`config.mk`:
```
export PLATFORM = sky130hd
export DESIGN_NAME = skeleton_writeback_flat
export DESIGN_NICKNAME = d
export VERILOG_FILES = /design/src/rtl/skeleton_pkg.sv /design/src/rtl/skeleton_writeback_if.sv /design/src/rtl/skeleton_writeback_frame_ram.sv /design/src/rtl/skeleton_writeback.sv /design/src/flat_wrapper.sv
export SDC_FILE = /design/constraint.sdc
export NUM_CORES = 1
export LEC_CHECK = 0
export ABC_CLOCK_PERIOD_IN_PS = 11100
export CORE_MARGIN = 10
export CORE_UTILIZATION = 30
export CTS_BUF_LIST = sky130_fd_sc_hd__clkbuf_4 sky130_fd_sc_hd__clkbuf_8 sky130_fd_sc_hd__clkbuf_16
export CTS_CLUSTER_SIZE = 20
export DETAILED_ROUTE_END_ITERATION = 10
export PLACE_DENSITY = 0.55
export SLEW_MARGIN = 20
export SYNTH_ARGS = -nofsm -noshare
export SYNTH_HDL_FRONTEND = slang
export SYNTH_HIERARCHICAL = 1
export SYNTH_SLANG_ARGS = --single-unit
export TNS_END_PERCENT = 50
```
`constraint.sdc`:
```
create_clock -name clk -period 11.1 [get_ports clk]
set_input_delay 2.22 -clock clk [delete_from_list [all_inputs] [get_ports clk]]
set_output_delay 2.22 -clock clk [all_outputs]
set_load 0.01 [all_outputs]
```
`src/rtl/skeleton_pkg.sv`:
```
// Shared types and helpers for the skeleton writeback sequencer and the mask stage.
package skeleton_pkg;
    localparam int N_DEF    = 8;
    localparam int BIT_SIZE = 6;
    localparam int ADDR_W   = BIT_SIZE + 1;
    localparam int PIX_W    = 8;
    localparam int ITER_W   = 8;

    typedef enum logic [2:0] {
        ST_IDLE,
        ST_LOAD,
        ST_STREAM,
        ST_WAIT,
        ST_CAPTURE,
        ST_DECIDE,
        ST_DONE
    } state_t;

    // True when a raster address lies on the outer ring of an N_DEF x N_DEF frame.
    function automatic logic is_border(input logic [ADDR_W-1:0] addr);
        int unsigned a;
        int unsigned row;
        int unsigned col;
        a   = int'(addr);
        row = a / N_DEF;
        col = a % N_DEF;
        return (row == 0) || (row == N_DEF - 1) || (col == 0) || (col == N_DEF - 1);
    endfunction
endpackage

```
`src/rtl/skeleton_writeback_if.sv`:
```
// Bundle of the source, mask-stage and result ports of the skeleton writeback sequencer.
interface skeleton_writeback_if
    import skeleton_pkg::*;
#(
    parameter int AW = ADDR_W,
    parameter int PW = PIX_W
);
    logic              start;
    logic              img_valid;
    logic [PW-1:0]     img_data;
    logic              img_ready;
    logic              mask_we;
    logic [PW-1:0]     mask_data;
    logic              mask_wr_en;
    logic [AW-1:0]     mask_addr;
    logic [PW-1:0]     mask_pixel;
    logic [AW-1:0]     rd_addr;
    logic [PW-1:0]     rd_data;
    logic              busy;
    logic              done;
    logic              converged;
    logic              err;
    logic [ITER_W-1:0] iter_count;
    logic [AW-1:0]     change_count;

    modport master (
        output start, img_valid, img_data, mask_wr_en, mask_addr, mask_pixel, rd_addr,
        input  img_ready, mask_we, mask_data, rd_data, busy, done, converged, err,
               iter_count, change_count
    );

    modport slave (
        input  start, img_valid, img_data, mask_wr_en, mask_addr, mask_pixel, rd_addr,
        output img_ready, mask_we, mask_data, rd_data, busy, done, converged, err,
               iter_count, change_count
    );
endinterface

```
`src/rtl/skeleton_writeback_frame_ram.sv`:
```
// Working frame buffer: one synchronous write port and two asynchronous read ports.
module frame_ram #(
    parameter int DEPTH = 64,
    parameter int IW    = 6,
    parameter int PW    = 8
) (
    input  logic          clk,
    input  logic          we,
    input  logic [IW-1:0] waddr,
    input  logic [PW-1:0] wdata,
    input  logic [IW-1:0] raddr_a,
    output logic [PW-1:0] rdata_a,
    input  logic [IW-1:0] raddr_b,
    output logic [PW-1:0] rdata_b
);
    logic [PW-1:0] mem [DEPTH];

    always_ff @(posedge clk) begin
        if (we) begin
            mem[waddr] <= wdata;
        end
    end

    assign rdata_a = mem[raddr_a];
    assign rdata_b = mem[raddr_b];
endmodule

```
`src/rtl/skeleton_writeback.sv`:
```
// Frame-level sequencer around the mask stage: load, stream, capture and iterate
// until a pass makes no changes or the pass cap is reached.
module skeleton_writeback
    import skeleton_pkg::*;
#(
    parameter int N          = 8,
    parameter int bitSize    = 6,
    parameter int pixelWidth = 8,
    parameter int MAX_ITER   = 15,
    parameter int WAIT_LIMIT = 1023
) (
    input  logic                clk,
    input  logic                rst,
    skeleton_writeback_if.slave bus
);
    localparam int AW      = bitSize + 1;
    localparam int FRAME_N = N * N;
    localparam int IW      = (FRAME_N > 1) ? $clog2(FRAME_N) : 1;
    localparam int WW      = $clog2(WAIT_LIMIT + 1);
    localparam int WL1     = WAIT_LIMIT - 1;

    localparam logic [AW:0]        FRAME     = FRAME_N[AW:0];
    localparam logic [AW:0]        LAST_IDX  = FRAME - 1'b1;
    localparam logic [WW-1:0]      WAIT_LAST = WL1[WW-1:0];
    localparam logic [ITER_W-1:0]  ITER_CAP  = MAX_ITER[ITER_W-1:0];

    state_t                  state;
    state_t                  state_next;
    logic [AW:0]             idx;
    logic                    phase;
    logic [WW-1:0]           wait_cnt;
    logic [ITER_W-1:0]       iter_q;
    logic [AW-1:0]           change_q;
    logic [AW-1:0]           last_addr;
    logic                    last_valid;
    logic                    converged_q;
    logic                    err_q;

    logic                    ram_we;
    logic [IW-1:0]           ram_waddr;
    logic [IW-1:0]           ram_raddr_a;
    logic [pixelWidth-1:0]   ram_wdata;
    logic [pixelWidth-1:0]   ram_rdata_a;
    logic [pixelWidth-1:0]   ram_rdata_b;

    logic                    img_ready_c;
    logic                    mask_we_c;
    logic                    capturing;
    logic                    in_range;
    logic                    rd_in_range;
    logic                    sampling;
    logic                    is_new;
    logic                    changed;
    logic [AW-1:0]           base_count;
    logic [AW-1:0]           count_next;

    frame_ram #(
        .DEPTH (FRAME_N),
        .IW    (IW),
        .PW    (pixelWidth)
    ) u_frame_ram (
        .clk     (clk),
        .we      (ram_we),
        .waddr   (ram_waddr),
        .wdata   (ram_wdata),
        .raddr_a (ram_raddr_a),
        .rdata_a (ram_rdata_a),
        .raddr_b (bus.rd_addr[IW-1:0]),
        .rdata_b (ram_rdata_b)
    );

    assign capturing   = (state == ST_WAIT) || (state == ST_CAPTURE);
    assign in_range    = {1'b0, bus.mask_addr} < FRAME;
    assign rd_in_range = {1'b0, bus.rd_addr} < FRAME;
    assign sampling    = capturing && bus.mask_wr_en && in_range;

    // A sample taken in WAIT opens a new pass, so last pass's count and address history are ignored.
    assign base_count  = (state == ST_CAPTURE) ? change_q : '0;
    assign is_new      = !((state == ST_CAPTURE) && last_valid) || (bus.mask_addr != last_addr);
    assign changed     = sampling && is_new && (ram_rdata_a != bus.mask_pixel);
    assign count_next  = (changed && (base_count != '1)) ? base_count + 1'b1 : base_count;

    always_ff @(posedge clk) begin
        if (rst) begin
            state <= ST_IDLE;
        end else begin
            state <= state_next;
        end
    end

    always_comb begin
        state_next  = state;
        img_ready_c = 1'b0;
        mask_we_c   = 1'b0;
        ram_we      = 1'b0;
        ram_waddr   = idx[IW-1:0];
        ram_wdata   = bus.img_data;
        ram_raddr_a = idx[IW-1:0];
        case (state)
            ST_IDLE: begin
                if (bus.start) state_next = ST_LOAD;
            end
            ST_LOAD: begin
                img_ready_c = 1'b1;
                ram_we      = bus.img_valid;
                if (bus.img_valid && (idx == LAST_IDX)) state_next = ST_STREAM;
            end
            ST_STREAM: begin
                mask_we_c = 1'b1;
                if (phase && (idx == LAST_IDX)) state_next = ST_WAIT;
            end
            ST_WAIT: begin
                ram_raddr_a = bus.mask_addr[IW-1:0];
                ram_waddr   = bus.mask_addr[IW-1:0];
                ram_wdata   = bus.mask_pixel;
                ram_we      = bus.mask_wr_en && in_range;
                if (bus.mask_wr_en) begin
                    state_next = ST_CAPTURE;
                end else if (wait_cnt == WAIT_LAST) begin
                    state_next = ST_DONE;
                end
            end
            ST_CAPTURE: begin
                ram_raddr_a = bus.mask_addr[IW-1:0];
                ram_waddr   = bus.mask_addr[IW-1:0];
                ram_wdata   = bus.mask_pixel;
                ram_we      = bus.mask_wr_en && in_range;
                if (!bus.mask_wr_en) state_next = ST_DECIDE;
            end
            ST_DECIDE: begin
                if (change_q == '0) begin
                    state_next = ST_DONE;
                end else if ((iter_q + 8'd1) == ITER_CAP) begin
                    state_next = ST_DONE;
                end else begin
                    state_next = ST_STREAM;
                end
            end
            ST_DONE: begin
                if (bus.start) state_next = ST_LOAD;
            end
            default: state_next = ST_IDLE;
        endcase
    end

    always_ff @(posedge clk) begin
        if (rst) begin
            idx         <= '0;
            phase       <= 1'b0;
            wait_cnt    <= '0;
            iter_q      <= '0;
            change_q    <= '0;
            last_addr   <= '0;
            last_valid  <= 1'b0;
            converged_q <= 1'b0;
            err_q       <= 1'b0;
        end else begin
            case (state)
                ST_IDLE, ST_DONE: begin
                    if (bus.start) begin
                        idx         <= '0;
                        phase       <= 1'b0;
                        iter_q      <= '0;
                        change_q    <= '0;
                        converged_q <= 1'b0;
                        err_q       <= 1'b0;
                    end
                end
                ST_LOAD: begin
                    if (bus.img_valid) begin
                        idx   <= (idx == LAST_IDX) ? '0 : idx + 1'b1;
                        phase <= 1'b0;
                    end
                end
                ST_STREAM: begin
                    phase    <= ~phase;
                    wait_cnt <= '0;
                    if (phase) begin
                        idx <= (idx == LAST_IDX) ? '0 : idx + 1'b1;
                    end
                end
                ST_WAIT: begin
                    change_q   <= count_next;
                    last_valid <= 1'b0;
                    wait_cnt   <= wait_cnt + 1'b1;
                    if (sampling) begin
                        last_addr  <= bus.mask_addr;
                        last_valid <= 1'b1;
                    end
                    if (!bus.mask_wr_en && (wait_cnt == WAIT_LAST)) begin
                        err_q <= 1'b1;
                    end
                end
                ST_CAPTURE: begin
                    if (sampling) begin
                        change_q   <= count_next;
                        last_addr  <= bus.mask_addr;
                        last_valid <= 1'b1;
                    end
                end
                ST_DECIDE: begin
                    iter_q <= iter_q + 8'd1;
                    idx    <= '0;
                    phase  <= 1'b0;
                    if (change_q == '0) begin
                        converged_q <= 1'b1;
                    end
                end
                default: begin
                end
            endcase
        end
    end

    assign bus.img_ready    = img_ready_c;
    assign bus.mask_we      = mask_we_c;
    assign bus.mask_data    = mask_we_c ? ram_rdata_a : '0;
    assign bus.rd_data      = rd_in_range ? ram_rdata_b : '0;
    assign bus.busy         = (state != ST_IDLE) && (state != ST_DONE);
    assign bus.done         = (state == ST_DONE);
    assign bus.converged    = converged_q;
    assign bus.err          = err_q;
    assign bus.iter_count   = iter_q;
    assign bus.change_count = change_q;
endmodule

```
`src/flat_wrapper.sv`:
```
// flat-port wrapper written by rule: the top's interface ports become plain ports
module skeleton_writeback_flat import skeleton_pkg::*;
#(
    parameter int N          = 8,
    parameter int bitSize    = 6,
    parameter int pixelWidth = 8,
    parameter int MAX_ITER   = 15,
    parameter int WAIT_LIMIT = 1023
)
  (clk, rst, bus_start, bus_img_valid, bus_img_data, bus_mask_wr_en, bus_mask_addr, bus_mask_pixel, bus_rd_addr, bus_img_ready, bus_mask_we, bus_mask_data, bus_rd_data, bus_busy, bus_done, bus_converged, bus_err, bus_iter_count, bus_change_count);
  skeleton_writeback_if bus_i ();
  input  logic clk;
  input  logic rst;
  input wire logic [$bits(bus_i.start)-1:0] bus_start;
  input wire logic [$bits(bus_i.img_valid)-1:0] bus_img_valid;
  input wire logic [$bits(bus_i.img_data)-1:0] bus_img_data;
  input wire logic [$bits(bus_i.mask_wr_en)-1:0] bus_mask_wr_en;
  input wire logic [$bits(bus_i.mask_addr)-1:0] bus_mask_addr;
  input wire logic [$bits(bus_i.mask_pixel)-1:0] bus_mask_pixel;
  input wire logic [$bits(bus_i.rd_addr)-1:0] bus_rd_addr;
  output wire logic [$bits(bus_i.img_ready)-1:0] bus_img_ready;
  output wire logic [$bits(bus_i.mask_we)-1:0] bus_mask_we;
  output wire logic [$bits(bus_i.mask_data)-1:0] bus_mask_data;
  output wire logic [$bits(bus_i.rd_data)-1:0] bus_rd_data;
  output wire logic [$bits(bus_i.busy)-1:0] bus_busy;
  output wire logic [$bits(bus_i.done)-1:0] bus_done;
  output wire logic [$bits(bus_i.converged)-1:0] bus_converged;
  output wire logic [$bits(bus_i.err)-1:0] bus_err;
  output wire logic [$bits(bus_i.iter_count)-1:0] bus_iter_count;
  output wire logic [$bits(bus_i.change_count)-1:0] bus_change_count;
  assign bus_i.start = bus_start;
  assign bus_i.img_valid = bus_img_valid;
  assign bus_i.img_data = bus_img_data;
  assign bus_i.mask_wr_en = bus_mask_wr_en;
  assign bus_i.mask_addr = bus_mask_addr;
  assign bus_i.mask_pixel = bus_mask_pixel;
  assign bus_i.rd_addr = bus_rd_addr;
  assign bus_img_ready = bus_i.img_ready;
  assign bus_mask_we = bus_i.mask_we;
  assign bus_mask_data = bus_i.mask_data;
  assign bus_rd_data = bus_i.rd_data;
  assign bus_busy = bus_i.busy;
  assign bus_done = bus_i.done;
  assign bus_converged = bus_i.converged;
  assign bus_err = bus_i.err;
  assign bus_iter_count = bus_i.iter_count;
  assign bus_change_count = bus_i.change_count;
  skeleton_writeback #(.N(N), .bitSize(bitSize), .pixelWidth(pixelWidth), .MAX_ITER(MAX_ITER), .WAIT_LIMIT(WAIT_LIMIT)) u_core (.clk(clk), .rst(rst), .bus(bus_i));
endmodule
```
==> flow_results.xml, run 1 <==
<?xml version="1.0" encoding="UTF-8"?>
<metrics>
  <group name="run_status">
    <metric name="run_status" unit="">finished, final reports clean</metric>
  </group>
  <group name="global_routing">
    <metric name="largest_net_degree_at_the_start_of_global_routing" unit="">73</metric>
    <metric name="via_count_of_the_first_global_routing_pass" unit="">16010</metric>
    <metric name="grt_overflow_total" unit="">0</metric>
    <metric name="grt_first_pass_wirelength" unit="µm">112000</metric>
    <metric name="globalRouteTotalUtil" unit="">0.147</metric>
    <metric name="antenna_found_initial" unit="">1</metric>
  </group>
  <group name="synth">
    <metric name="netlist_instances" unit="">1564</metric>
    <metric name="ys.flop_type" unit="">edfxtp_1</metric>
    <metric name="synth.top_cells.by_area" unit="">edfxtp_1, mux4_2, dfxtp_1, mux2i_1, nor2_1</metric>
    <metric name="synth_top_cell_area_share" unit="">0.570</metric>
    <metric name="ys.warnings.count" unit="">6</metric>
    <metric name="synth_nets" unit="">1605</metric>
    <metric name="synthDistinctLibCells" unit="">68</metric>
    <metric name="mappedNetlistArea" unit="µm²">27000</metric>
    <metric name="postSynth.asyncResetShare" unit="">0</metric>
    <metric name="synth_seq_cells" unit="">559</metric>
    <metric name="syn-mean-instance-area" unit="µm²">17.2</metric>
    <metric name="yosysTopAreaCell" unit="">edfxtp_1</metric>
    <metric name="seq_area_frac_synth" unit="">0.605</metric>
    <metric name="edff_count_synth" unit="">512</metric>
  </group>
  <group name="sta">
    <metric name="skew" unit="ns">0.0168</metric>
    <metric name="setup_viol" unit="">0</metric>
    <metric name="fmax" unit="MHz">117</metric>
    <metric name="tightestPinTransition" unit="ns">1.16</metric>
    <metric name="worst_slew_margin_rel" unit="">0.223</metric>
    <metric name="period_share" unit="">0.768</metric>
    <metric name="slew_violations" unit="">0</metric>
    <metric name="grt_setup_unrepaired" unit="">no</metric>
    <metric name="finalHoldViolCount" unit="">0</metric>
    <metric name="finalSetupTns" unit="ns">0</metric>
    <metric name="timing.hold.ws" unit="ns">0.474</metric>
    <metric name="shortest_clock_period_the_worst_path_allows_after_layout" unit="ns">8.52</metric>
  </group>
  <group name="cts">
    <metric name="clock_tree_buffer_depth" unit="">3</metric>
    <metric name="cts_tree" unit="">done</metric>
    <metric name="post-cts-setup-buffers" unit="">0</metric>
    <metric name="tritoncts_buffers" unit="">59</metric>
    <metric name="cts.sinks" unit="">559</metric>
    <metric name="clkSlewWorstSetupHoldPaths" unit="ns">0.06</metric>
    <metric name="post_cts_hold_buffer_count" unit="">0</metric>
    <metric name="cts_resized" unit="">0</metric>
    <metric name="insertion_delay" unit="ns">0.62</metric>
    <metric name="cts-root-buf" unit="">clkbuf_16</metric>
    <metric name="maximum_level_of_the_cts_h_tree" unit="">2</metric>
  </group>
  <group name="critical_path">
    <metric name="startpoint_type" unit="">input port</metric>
    <metric name="timing.critical_path.cells" unit="">clkdlybuf4s50_1, mux2_8, buf_4, mux4_2, mux4_2, a311o_1, and3_1, clkdlybuf4s50_1</metric>
    <metric name="wp_buf_inv" unit="">3</metric>
    <metric name="timing.critical_path.required" unit="ns">8.88</metric>
    <metric name="cp_slowest_stage_delay" unit="ns">0.64</metric>
    <metric name="cp_slowest_cell" unit="">mux2_8</metric>
    <metric name="timing.setup.critical_path_class" unit="">in -&gt; out</metric>
    <metric name="timing.critical_path.to_type" unit="">output port</metric>
    <metric name="worst_ep_arrival_time" unit="ns">6.30</metric>
    <metric name="worst_r2r_startpoint" unit="">u_core/state[0]$_SDFFE_PP0P_</metric>
    <metric name="cpLargestDelayFamily" unit="">multiplexers</metric>
    <metric name="cp-startpoint" unit="">bus_mask_addr[0]</metric>
    <metric name="worst-path-max-fanout" unit="">54</metric>
  </group>
  <group name="placed_design">
    <metric name="routabilityCongestion" unit="">0.831</metric>
    <metric name="hpwl_after_detailed_placement" unit="µm">50100</metric>
    <metric name="placement.io_buffers" unit="">71</metric>
  </group>
  <group name="finish">
    <metric name="layout.cells.most_common" unit="">edfxtp_1</metric>
    <metric name="layout-drive-gt1-share" unit="">0.253</metric>
    <metric name="highest_count_cells_in_the_layout_ignoring_fill_and_taps" unit="">edfxtp_1, mux4_2, nor2_1</metric>
    <metric name="antenna_cells" unit="">0</metric>
    <metric name="fillers" unit="">8326</metric>
    <metric name="finish.net_count" unit="">1649</metric>
    <metric name="area_growth" unit="%">14.2</metric>
  </group>
  <group name="detailed_routing">
    <metric name="initialDrtViolationCount" unit="">1863</metric>
    <metric name="drt-wirelength-per-cell" unit="µm">27.2</metric>
    <metric name="remaining_routing_drc_violations" unit="">0</metric>
    <metric name="routed_wl" unit="µm">76600</metric>
    <metric name="routed_via_density" unit="">5.56</metric>
    <metric name="final_antenna_net_count" unit="">0</metric>
    <metric name="dr.pass1.iters" unit="">6</metric>
    <metric name="num_vias" unit="">15681</metric>
  </group>
  <group name="run">
    <metric name="drv.max_cap_violation_count" unit="">0</metric>
  </group>
  <group name="min_path">
    <metric name="min-delay-start" unit="">u_core/bus.converged$_SDFFE_PP0P_</metric>
    <metric name="hold_path.class" unit="">reg -&gt; reg</metric>
  </group>
  <group name="floorplan">
    <metric name="die-area" unit="µm²">102000</metric>
    <metric name="row_count" unit="">109</metric>
    <metric name="placeableCoreArea" unit="µm²">88800</metric>
    <metric name="die_width" unit="µm">320</metric>
    <metric name="ios" unit="">72</metric>
    <metric name="initial_utilization" unit="">0.304</metric>
    <metric name="dieHeight" unit="µm">320</metric>
  </group>
  <group name="power">
    <metric name="powerDensity" unit="nW/µm²">184</metric>
    <metric name="power.static_leakage" unit="nW">9.27</metric>
    <metric name="vdd_ir_drop_max" unit="mV">0.126</metric>
  </group>
</metrics>
## per-layer routing
layer / GRT usage / part of all wire / up-vias
met3: 0.0299 / 0.083 / 112
met2: 0.236 / 0.48 / 647
met4: 0.0423 / 0.024 / 2
met5: 0 / 0.00017 / -
li1: - / - / 6579
met1: 0.199 / 0.42 / 8341
## cells in the mapped netlist, drive strengths merged (5+ instances only)
cell and number:
o31a 5, buf 63, a221oi 8, a21oi 28, ha 6, and3 11
nand2b 14, xor2 19, mux4 270, a21o 5, mux2i 77, nor3 20
dfxtp 47, nor4 7, clkbuf 48, a221o 5, mux2 18, o21ai 32
o221ai 6, nand3 34, a31oi 5, inv 13, xnor2 10, and2 7
a22oi 18, nand4 9, o211ai 6, nor2 120, nor2b 19, o22ai 20
edfxtp 512, nand2 56, nand3b 7
## metrics by stage
stage	setup WS [ns]	utilization	instance area [µm²]	power, mW	std cells
global placement	2.47	0.325	28800	3.69	2712
CTS	2.47	0.347	30800	5.72	2819
detailed placement	2.50	0.325	28800	3.70	2712
global route	2.35	0.347	30800	5.87	2819
finish	2.58	0.347	30800	5.66	2819
floorplan	4.58	-	27000	3.30	1564
## worst reg2reg max path, delay by kind of cell, from the launching register on
kind / cells / cell delay (ns)
buffers and inverters: 1 / 0.61
XOR/XNOR: 1 / 0.18
AND/OR/NAND/NOR: 5 / 1.57
multiplexers: 3 / 1.79
AO/OA/AOI/OAI: 3 / 0.85
flip-flops: 1 / 0.84
## registers in the layout, indices dropped and copies added, names as in the netlist
signal                   count
u_core/idx                   8
u_core/bus.change_count      7
u_core/bus.err               1
u_core/wait_cnt             10
u_core/phase                 1
u_core/last_addr             7
u_core/bus.converged         1
u_core/last_valid            1
u_core/u_frame_ram/mem     512
u_core/state                 3
u_core/bus.iter_count        8
## power by group
part	switching, mW	total [mW]	internal, mW
clock network	0.813	2.01	1.20
registers	0.0286	2.42	2.39
logic	0.728	1.23	0.503
total	1.57	5.66	4.09
## cells by family after synthesis
family	share of synthesized area
muxes	0.262
and+or+nand+nor	0.0567
DFF	0.605
buffers and inverters	0.0224
adders and majority gates	0.00278
xor gates and xnor gates	0.00942
AOI/OAI and AO/OA	0.0421
## path summary, 6_finish.rpt
check / to / slack [ns] / cells after the start
setup / recovery: bus_mask_data[7] / 2.58 / 8
hold / removal: u_core/bus.converged$_SDFFE_PP0P_ / 0.47 / 2
setup reg to reg: u_core/bus.change_count[1]$_SDFFE_PP0P_ / 5.15 / 13
hold reg to reg: u_core/bus.converged$_SDFFE_PP0P_ / 0.47 / 2
## final cells by class
| class | count | area (µm²) | share of cell area |
|---|---|---|---|
| tap | 1165 | 1460 | 0.0473 |
| clock buffer | 70 | 1590 | 0.0518 |
| clock inverter | 37 | 370 | 0.0120 |
| sequential | 559 | 16300 | 0.530 |
| timing repair buffer | 94 | 898 | 0.0292 |
| multi-input combinational | 881 | 10100 | 0.328 |
| inverter | 13 | 48.8 | 0.00158 |
No activity file was read; power rests on OpenSTA's default activity.
==> run 2, diff against run 1 <==
ABC_CLOCK_PERIOD_IN_PS = 8300   (was 11100)
clock period = 8.3 ns   (was 11.1 ns; I/O delays follow)
==> run 2 against run 1 <==
  * Critical path depth is 2 higher
  * Hold slack worse by 0.0017 ns
  * Critical endpoint is now bus_mask_data[5]
  * Sequential power increased by 34%
  * First-iteration DRC count decreased by 2.6%
  * Routed wire length increased by 1.7%
  * Critical path type is now reg -> out
  * Via count is 0.75% higher
  * Sequential cell count unchanged
  * Count of clock-buffer cells in the layout decreased by 2
  * Combinational power increased by 35%
  * Clock skew increased by 0.013 ns
  * Sequential share of layout area down 0.37 points
==> flow_results.xml, run 2 (same netlist as run 1, synthesis figures left out) <==
<?xml version="1.0" encoding="UTF-8"?>
<metrics>
  <group name="run_status">
    <metric name="run_status" unit="">finished, final reports clean</metric>
  </group>
  <group name="floorplan">
    <metric name="initial_utilization" unit="">0.304</metric>
    <metric name="dieHeight" unit="µm">320</metric>
    <metric name="ios" unit="">72</metric>
    <metric name="die_width" unit="µm">320</metric>
    <metric name="row_count" unit="">109</metric>
    <metric name="die-area" unit="µm²">102000</metric>
    <metric name="placeableCoreArea" unit="µm²">88800</metric>
  </group>
  <group name="sta">
    <metric name="grt_setup_unrepaired" unit="">no</metric>
    <metric name="tightestPinTransition" unit="ns">1.16</metric>
    <metric name="fmax" unit="MHz">134</metric>
    <metric name="finalHoldViolCount" unit="">0</metric>
    <metric name="skew" unit="ns">0.0300</metric>
    <metric name="slew_violations" unit="">0</metric>
    <metric name="worst_slew_margin_rel" unit="">0.223</metric>
    <metric name="fin_ws" unit="ns">0.818</metric>
    <metric name="period_share" unit="">0.901</metric>
    <metric name="setup_viol" unit="">0</metric>
    <metric name="finalSetupTns" unit="ns">0</metric>
    <metric name="shortest_clock_period_the_worst_path_allows_after_layout" unit="ns">7.48</metric>
  </group>
  <group name="global_routing">
    <metric name="antenna_found_initial" unit="">2</metric>
    <metric name="via_count_of_the_first_global_routing_pass" unit="">16167</metric>
    <metric name="globalRouteTotalUtil" unit="">0.148</metric>
    <metric name="grt_first_pass_wirelength" unit="µm">113000</metric>
    <metric name="largest_net_degree_at_the_start_of_global_routing" unit="">74</metric>
    <metric name="grt_overflow_total" unit="">0</metric>
  </group>
  <group name="cts">
    <metric name="maximum_level_of_the_cts_h_tree" unit="">2</metric>
    <metric name="cts-root-buf" unit="">clkbuf_16</metric>
    <metric name="clkSlewWorstSetupHoldPaths" unit="ns">0.06</metric>
    <metric name="insertion_delay" unit="ns">0.63</metric>
    <metric name="cts_resized" unit="">0</metric>
    <metric name="post-cts-setup-buffers" unit="">0</metric>
    <metric name="clock_tree_buffer_depth" unit="">3</metric>
    <metric name="cts.sinks" unit="">559</metric>
    <metric name="post_cts_hold_buffer_count" unit="">0</metric>
    <metric name="tritoncts_buffers" unit="">60</metric>
    <metric name="cts_tree" unit="">done</metric>
  </group>
  <group name="finish">
    <metric name="final_core_util" unit="">0.349</metric>
    <metric name="area_growth" unit="%">15.0</metric>
    <metric name="design_area" unit="µm²">31000</metric>
    <metric name="layout-drive-gt1-share" unit="">0.265</metric>
    <metric name="finish.net_count" unit="">1665</metric>
    <metric name="registers.top_by_ff_count" unit="">u_core/u_frame_ram/mem</metric>
    <metric name="highest_count_cells_in_the_layout_ignoring_fill_and_taps" unit="">edfxtp_1, mux4_2, nor2_1</metric>
    <metric name="fillers" unit="">8311</metric>
    <metric name="biggestRegsByFlops" unit="">u_core/u_frame_ram/mem: 512 flops, u_core/wait_cnt: 10 flops</metric>
    <metric name="layout.cells.most_common" unit="">edfxtp_1</metric>
    <metric name="largest_register_ff_count" unit="">512</metric>
  </group>
  <group name="critical_path">
    <metric name="r2r-end" unit="">u_core/bus.change_count[1]$_SDFFE_PP0P_</metric>
    <metric name="worst_r2r_startpoint" unit="">u_core/state[0]$_SDFFE_PP0P_</metric>
    <metric name="reg2reg_depth" unit="">15</metric>
    <metric name="worst-path-max-fanout" unit="">73</metric>
    <metric name="timing.critical_path.to_type" unit="">output port</metric>
    <metric name="startpoint_type" unit="">register</metric>
    <metric name="worst_ep_arrival_time" unit="ns">5.82</metric>
    <metric name="timing.setup.critical_path_class" unit="">reg -&gt; out</metric>
    <metric name="r2r_setup_slack" unit="ns">2.45</metric>
    <metric name="timing.critical_path.required" unit="ns">6.64</metric>
  </group>
  <group name="power">
    <metric name="powerDensity" unit="nW/µm²">247</metric>
    <metric name="power.static_leakage" unit="nW">9.40</metric>
    <metric name="vdd_ir_drop_max" unit="mV">0.163</metric>
    <metric name="post-layout-total-power" unit="mW">7.66</metric>
  </group>
  <group name="detailed_routing">
    <metric name="remaining_routing_drc_violations" unit="">0</metric>
    <metric name="drt-wirelength-per-cell" unit="µm">27.4</metric>
    <metric name="initialDrtViolationCount" unit="">1814</metric>
    <metric name="routed_wl" unit="µm">77900</metric>
    <metric name="dr.pass1.iters" unit="">5</metric>
    <metric name="routed_via_density" unit="">5.56</metric>
    <metric name="final_antenna_net_count" unit="">0</metric>
    <metric name="num_vias" unit="">15798</metric>
  </group>
  <group name="placed_design">
    <metric name="dpl_worst_slack" unit="ns">1.03</metric>
    <metric name="placedInstanceArea" unit="µm²">29000</metric>
    <metric name="placement.io_buffers" unit="">71</metric>
    <metric name="hpwl_after_detailed_placement" unit="µm">51200</metric>
    <metric name="routabilityCongestion" unit="">0.856</metric>
  </group>
  <group name="min_path">
    <metric name="hold_path.class" unit="">reg -&gt; reg</metric>
    <metric name="worst_hold_path.endpoint" unit="">u_core/bus.converged$_SDFFE_PP0P_</metric>
    <metric name="min-delay-start" unit="">u_core/bus.converged$_SDFFE_PP0P_</metric>
    <metric name="worstHoldPathCells" unit="">2</metric>
  </group>
  <group name="run">
    <metric name="drv.max_cap_violation_count" unit="">0</metric>
  </group>
</metrics>
## run 2: cell count changes in the layout (fill, tap and decap cells not counted), moves of 2 or more
cell,change
buf_4,+13
clkinv_2,+7
clkinv_1,-3
nor2_1,-3
nor2_2,+3
buf_12,+2
bufinv_16,+2
## run 2: worst max-delay path by stage
stage	startpoint	to	slack, ns	cells past startpoint
floorplan	bus_mask_addr[0]	bus_mask_data[4]	2.90	11
global placement	bus_mask_addr[0]	bus_mask_data[4]	0.95	10
detailed placement	bus_mask_addr[0]	bus_mask_data[4]	1.03	10
CTS	u_core/state[0]$_SDFFE_PP0P_	bus_mask_data[4]	0.83	11
global route	u_core/state[0]$_SDFFE_PP0P_	bus_mask_data[4]	0.57	11
finish	u_core/state[0]$_SDFFE_PP0P_	bus_mask_data[5]	0.82	10
## run 2: metrics by stage
step	hold WS, ns	cells
floorplan	0.448	1564
global placement	0.462	2727
detailed placement	0.468	2727
CTS	0.479	2838
global route	0.502	2838
finish	0.472	2839
## run 2: routing by layer
| layer | vias to the layer above | part of all wire | track usage |
|---|---|---|---|
| li1 | 6628 | - | - |
| met1 | 8363 | 0.41 | 0.196 |
| met2 | 702 | 0.48 | 0.241 |
| met3 | 105 | 0.087 | 0.0332 |
| met4 | 0 | 0.026 | 0.0438 |
| met5 | - | 0 | 0 |
## run 2: worst max-delay path, stage by stage (launching register included)
cell and delay, ns:
dfxtp_1 0.83, nand3b_1 0.44, nand2_1 0.40, mux2_8 0.72, buf_4 0.35, mux4_2 0.33, mux4_2 0.51, o21ai_1 0.52
o22ai_1 0.26, and3_1 0.23, clkdlybuf4s50_1 0.48
## run 2: cell type report
type / instances / area, µm² / share of cell area
antenna: 1 / 2.50 / 0.0000807
clock buffer: 68 / 1560 / 0.0504
tap: 1165 / 1460 / 0.0470
inverter: 13 / 48.8 / 0.00157
multi-input combinational: 881 / 10100 / 0.326
sequential: 559 / 16300 / 0.526
clock inverter: 43 / 465 / 0.0150
timing repair buffer: 109 / 1040 / 0.0334
## run 2: power by group
part	switching (mW)	leakage, nW	total, mW	internal (mW)
clock	1.11	1.01	2.77	1.65
combinational	0.972	3.40	1.66	0.685
sequential	0.0387	4.98	3.24	3.20
total	2.13	9.40	7.66	5.54
==> run 3, diff against run 2 <==
--- a/constraint.sdc
+++ b/constraint.sdc
@@ -3,2 +3,2 @@
 set_output_delay 1.66 -clock clk [all_outputs]
-set_load 0.01 [all_outputs]
+set_load 0.005 [all_outputs]
==> run 3 against run 2 <==
  * Fmax decreased by 0.18%
  * Die area unchanged
  * Power decreased by 3.5%
  * First-iteration DRC count decreased by 3.3%
  * Sequential cell count unchanged
  * Sequential power about the same
  * Clock skew increased by 0.0038 ns
  * Via count about the same
  * Critical path type unchanged
  * Largest cell class unchanged
  * Largest power group unchanged
  * Highest routed layer unchanged
==> flow_results.xml, run 3 (same netlist as run 1, synthesis figures left out) <==
<?xml version="1.0" encoding="UTF-8"?>
<metrics>
  <group name="run_status">
    <metric name="run_status" unit="">finished, final reports clean</metric>
  </group>
  <group name="detailed_routing">
    <metric name="num_vias" unit="">15790</metric>
    <metric name="drt-wirelength-per-cell" unit="µm">27.4</metric>
    <metric name="dr.pass1.iters" unit="">5</metric>
    <metric name="initialDrtViolationCount" unit="">1755</metric>
    <metric name="routed_wl" unit="µm">77500</metric>
    <metric name="remaining_routing_drc_violations" unit="">0</metric>
    <metric name="final_antenna_net_count" unit="">0</metric>
    <metric name="routed_via_density" unit="">5.58</metric>
  </group>
  <group name="cts">
    <metric name="maximum_level_of_the_cts_h_tree" unit="">2</metric>
    <metric name="cts_resized" unit="">0</metric>
    <metric name="cts_tree" unit="">done</metric>
    <metric name="clock_tree_buffer_depth" unit="">3</metric>
    <metric name="tritoncts_buffers" unit="">59</metric>
    <metric name="post_cts_hold_buffer_count" unit="">0</metric>
    <metric name="insertion_delay" unit="ns">0.64</metric>
    <metric name="clkSlewWorstSetupHoldPaths" unit="ns">0.06</metric>
    <metric name="cts-root-buf" unit="">clkbuf_16</metric>
    <metric name="cts.sinks" unit="">559</metric>
    <metric name="post-cts-setup-buffers" unit="">0</metric>
  </group>
  <group name="finish">
    <metric name="seqCellArea" unit="µm²">16300</metric>
    <metric name="finish.net_count" unit="">1660</metric>
    <metric name="area_growth" unit="%">14.0</metric>
    <metric name="antenna_cells" unit="">0</metric>
    <metric name="largest_register_ff_count" unit="">512</metric>
    <metric name="multi_input_gate_area" unit="µm²">10100</metric>
    <metric name="registers.top_by_ff_count" unit="">u_core/u_frame_ram/mem</metric>
    <metric name="highest_count_cells_in_the_layout_ignoring_fill_and_taps" unit="">edfxtp_1, mux4_2, nor2_1</metric>
    <metric name="layout.cells.most_common" unit="">edfxtp_1</metric>
    <metric name="layout-drive-gt1-share" unit="">0.256</metric>
    <metric name="fillers" unit="">8308</metric>
    <metric name="layout.cells.non_filler" unit="">2831</metric>
    <metric name="biggestRegsByFlops" unit="">u_core/u_frame_ram/mem: 512 flops, u_core/wait_cnt: 10 flops</metric>
  </group>
  <group name="floorplan">
    <metric name="die_width" unit="µm">320</metric>
    <metric name="placeableCoreArea" unit="µm²">88800</metric>
    <metric name="ios" unit="">72</metric>
    <metric name="initial_utilization" unit="">0.304</metric>
    <metric name="dieHeight" unit="µm">320</metric>
    <metric name="die-area" unit="µm²">102000</metric>
    <metric name="row_count" unit="">109</metric>
  </group>
  <group name="sta">
    <metric name="finalHoldViolCount" unit="">0</metric>
    <metric name="period_share" unit="">0.903</metric>
    <metric name="shortest_clock_period_the_worst_path_allows_after_layout" unit="ns">7.49</metric>
    <metric name="finalSetupTns" unit="ns">0</metric>
    <metric name="slew_violations" unit="">0</metric>
    <metric name="fmax" unit="MHz">133</metric>
    <metric name="grt_setup_unrepaired" unit="">no</metric>
    <metric name="skew" unit="ns">0.0337</metric>
    <metric name="worst_slew_margin_rel" unit="">0.236</metric>
    <metric name="tightestPinTransition" unit="ns">1.14</metric>
    <metric name="setup_viol" unit="">0</metric>
  </group>
  <group name="global_routing">
    <metric name="globalRouteTotalUtil" unit="">0.148</metric>
    <metric name="antenna_found_initial" unit="">3</metric>
    <metric name="largest_net_degree_at_the_start_of_global_routing" unit="">67</metric>
    <metric name="grt_first_pass_wirelength" unit="µm">113000</metric>
    <metric name="grt_overflow_total" unit="">0</metric>
    <metric name="via_count_of_the_first_global_routing_pass" unit="">16238</metric>
  </group>
  <group name="critical_path">
    <metric name="cpLargestDelayFamily" unit="">multiplexers</metric>
    <metric name="cp_slowest_stage_delay" unit="ns">0.85</metric>
    <metric name="wp_buf_inv" unit="">2</metric>
    <metric name="r2r-end" unit="">u_core/bus.change_count[1]$_SDFFE_PP0P_</metric>
    <metric name="reg2reg_depth" unit="">14</metric>
    <metric name="worst_ep_arrival_time" unit="ns">5.83</metric>
    <metric name="worst-path-max-fanout" unit="">61</metric>
    <metric name="timing.critical_path.to_type" unit="">output port</metric>
    <metric name="timing.setup.critical_path_class" unit="">reg -&gt; out</metric>
    <metric name="startpoint_type" unit="">register</metric>
    <metric name="r2r_setup_slack" unit="ns">2.36</metric>
    <metric name="cpMostUsedCell" unit="">mux4_2</metric>
    <metric name="cp_slowest_cell" unit="">dfxtp_1</metric>
    <metric name="worst_r2r_startpoint" unit="">u_core/state[0]$_SDFFE_PP0P_</metric>
    <metric name="crit_cells" unit="">10</metric>
    <metric name="timing.critical_path.required" unit="ns">6.64</metric>
    <metric name="timing.critical_path.cells" unit="">nand3b_1, nand2_1, mux2_8, buf_4, mux4_2, mux4_2, o21ai_1, o22ai_1, and3_1, clkdlybuf4s50_1</metric>
  </group>
  <group name="run">
    <metric name="drv.max_cap_violation_count" unit="">0</metric>
  </group>
  <group name="min_path">
    <metric name="min-delay-start" unit="">u_core/bus.converged$_SDFFE_PP0P_</metric>
    <metric name="worst_hold_path.endpoint" unit="">u_core/bus.converged$_SDFFE_PP0P_</metric>
    <metric name="worstHoldPathCells" unit="">2</metric>
    <metric name="hold_path.class" unit="">reg -&gt; reg</metric>
  </group>
  <group name="power">
    <metric name="vdd_ir_drop_max" unit="mV">0.160</metric>
    <metric name="power.static_leakage" unit="nW">9.27</metric>
    <metric name="powerDensity" unit="nW/µm²">241</metric>
  </group>
  <group name="placed_design">
    <metric name="place.detailed.instances" unit="">2723</metric>
    <metric name="placement.io_buffers" unit="">71</metric>
    <metric name="hpwl_after_detailed_placement" unit="µm">50700</metric>
    <metric name="routabilityCongestion" unit="">0.868</metric>
  </group>
</metrics>
## run 3: cell count changes in the layout (fill, tap and decap cells not counted), sizes merged
cell,before,now
buf,40,36
clkbuf,69,76
clkinv,31,30
diode,1,0
bufinv,10,1
## run 3: how the worst max path moves through the flow
stage | startpoint | endpoint | slack [ns]
after global placement | bus_mask_addr[0] | bus_mask_data[2] | 1.07
final | u_core/state[0]$_SDFFE_PP0P_ | bus_mask_data[3] | 0.81
after detailed placement | bus_mask_addr[0] | bus_mask_data[7] | 1.02
after global routing | u_core/state[0]$_SDFFE_PP0P_ | bus_mask_data[2] | 0.58
after floorplan | bus_mask_addr[0] | bus_mask_data[4] | 2.92
after CTS | u_core/state[0]$_SDFFE_PP0P_ | bus_mask_data[7] | 0.79
## run 3: report_power, final
group / switching (mW) / total (mW) / internal [mW] / leakage (nW)
combinational: 0.971 / 1.65 / 0.684 / 3.38
clock: 1.10 / 2.50 / 1.40 / 0.913
sequential: 0.0395 / 3.24 / 3.20 / 4.98
## run 3: metrics by stage
stage | worst slack, ns | power (mW) | instance area, µm² | utilization | hold WS [ns]
6_report | 0.805 | 7.40 | 30700 | 0.346 | 0.477
5_1_grt | 0.581 | 7.66 | 30700 | 0.346 | 0.508
4_1_cts | 0.791 | 7.46 | 30700 | 0.346 | 0.484
3_5_place_dp | 1.02 | 4.96 | 28900 | 0.326 | 0.476
3_3_place_gp | 1.07 | 4.94 | 28900 | 0.326 | 0.461
2_1_floorplan | 2.92 | 4.40 | 27000 | - | 0.448
## run 3: layout make-up
class,count,share of cell area
inverter,13,0.00159
sequential,559,0.531
tap,1165,0.0474
clock inverter,33,0.00639
timing repair buffer,105,0.0327
clock buffer,75,0.0525
multi-input combinational,881,0.328
## run 3: worst reg2reg max path, delay by kind of cell, from the launching register on
kind                   cells  cell delay (ns)
multiplexers               3             1.59
AND/OR/NAND/NOR            5             1.57
flip-flops                 1             0.85
XOR/XNOR                   1             0.20
buffers and inverters      1             0.56
AO/OA/AOI/OAI              4             1.05
## run 3: metal layers
metal | global-route usage | vias to the layer above | wire [µm]
met1 | 0.199 | 8417 | 32500
li1 | - | 6617 | -
met5 | 0 | - | 0
met2 | 0.239 | 648 | 36800
met3 | 0.0312 | 108 | 6380
met4 | 0.0411 | 0 | 1810
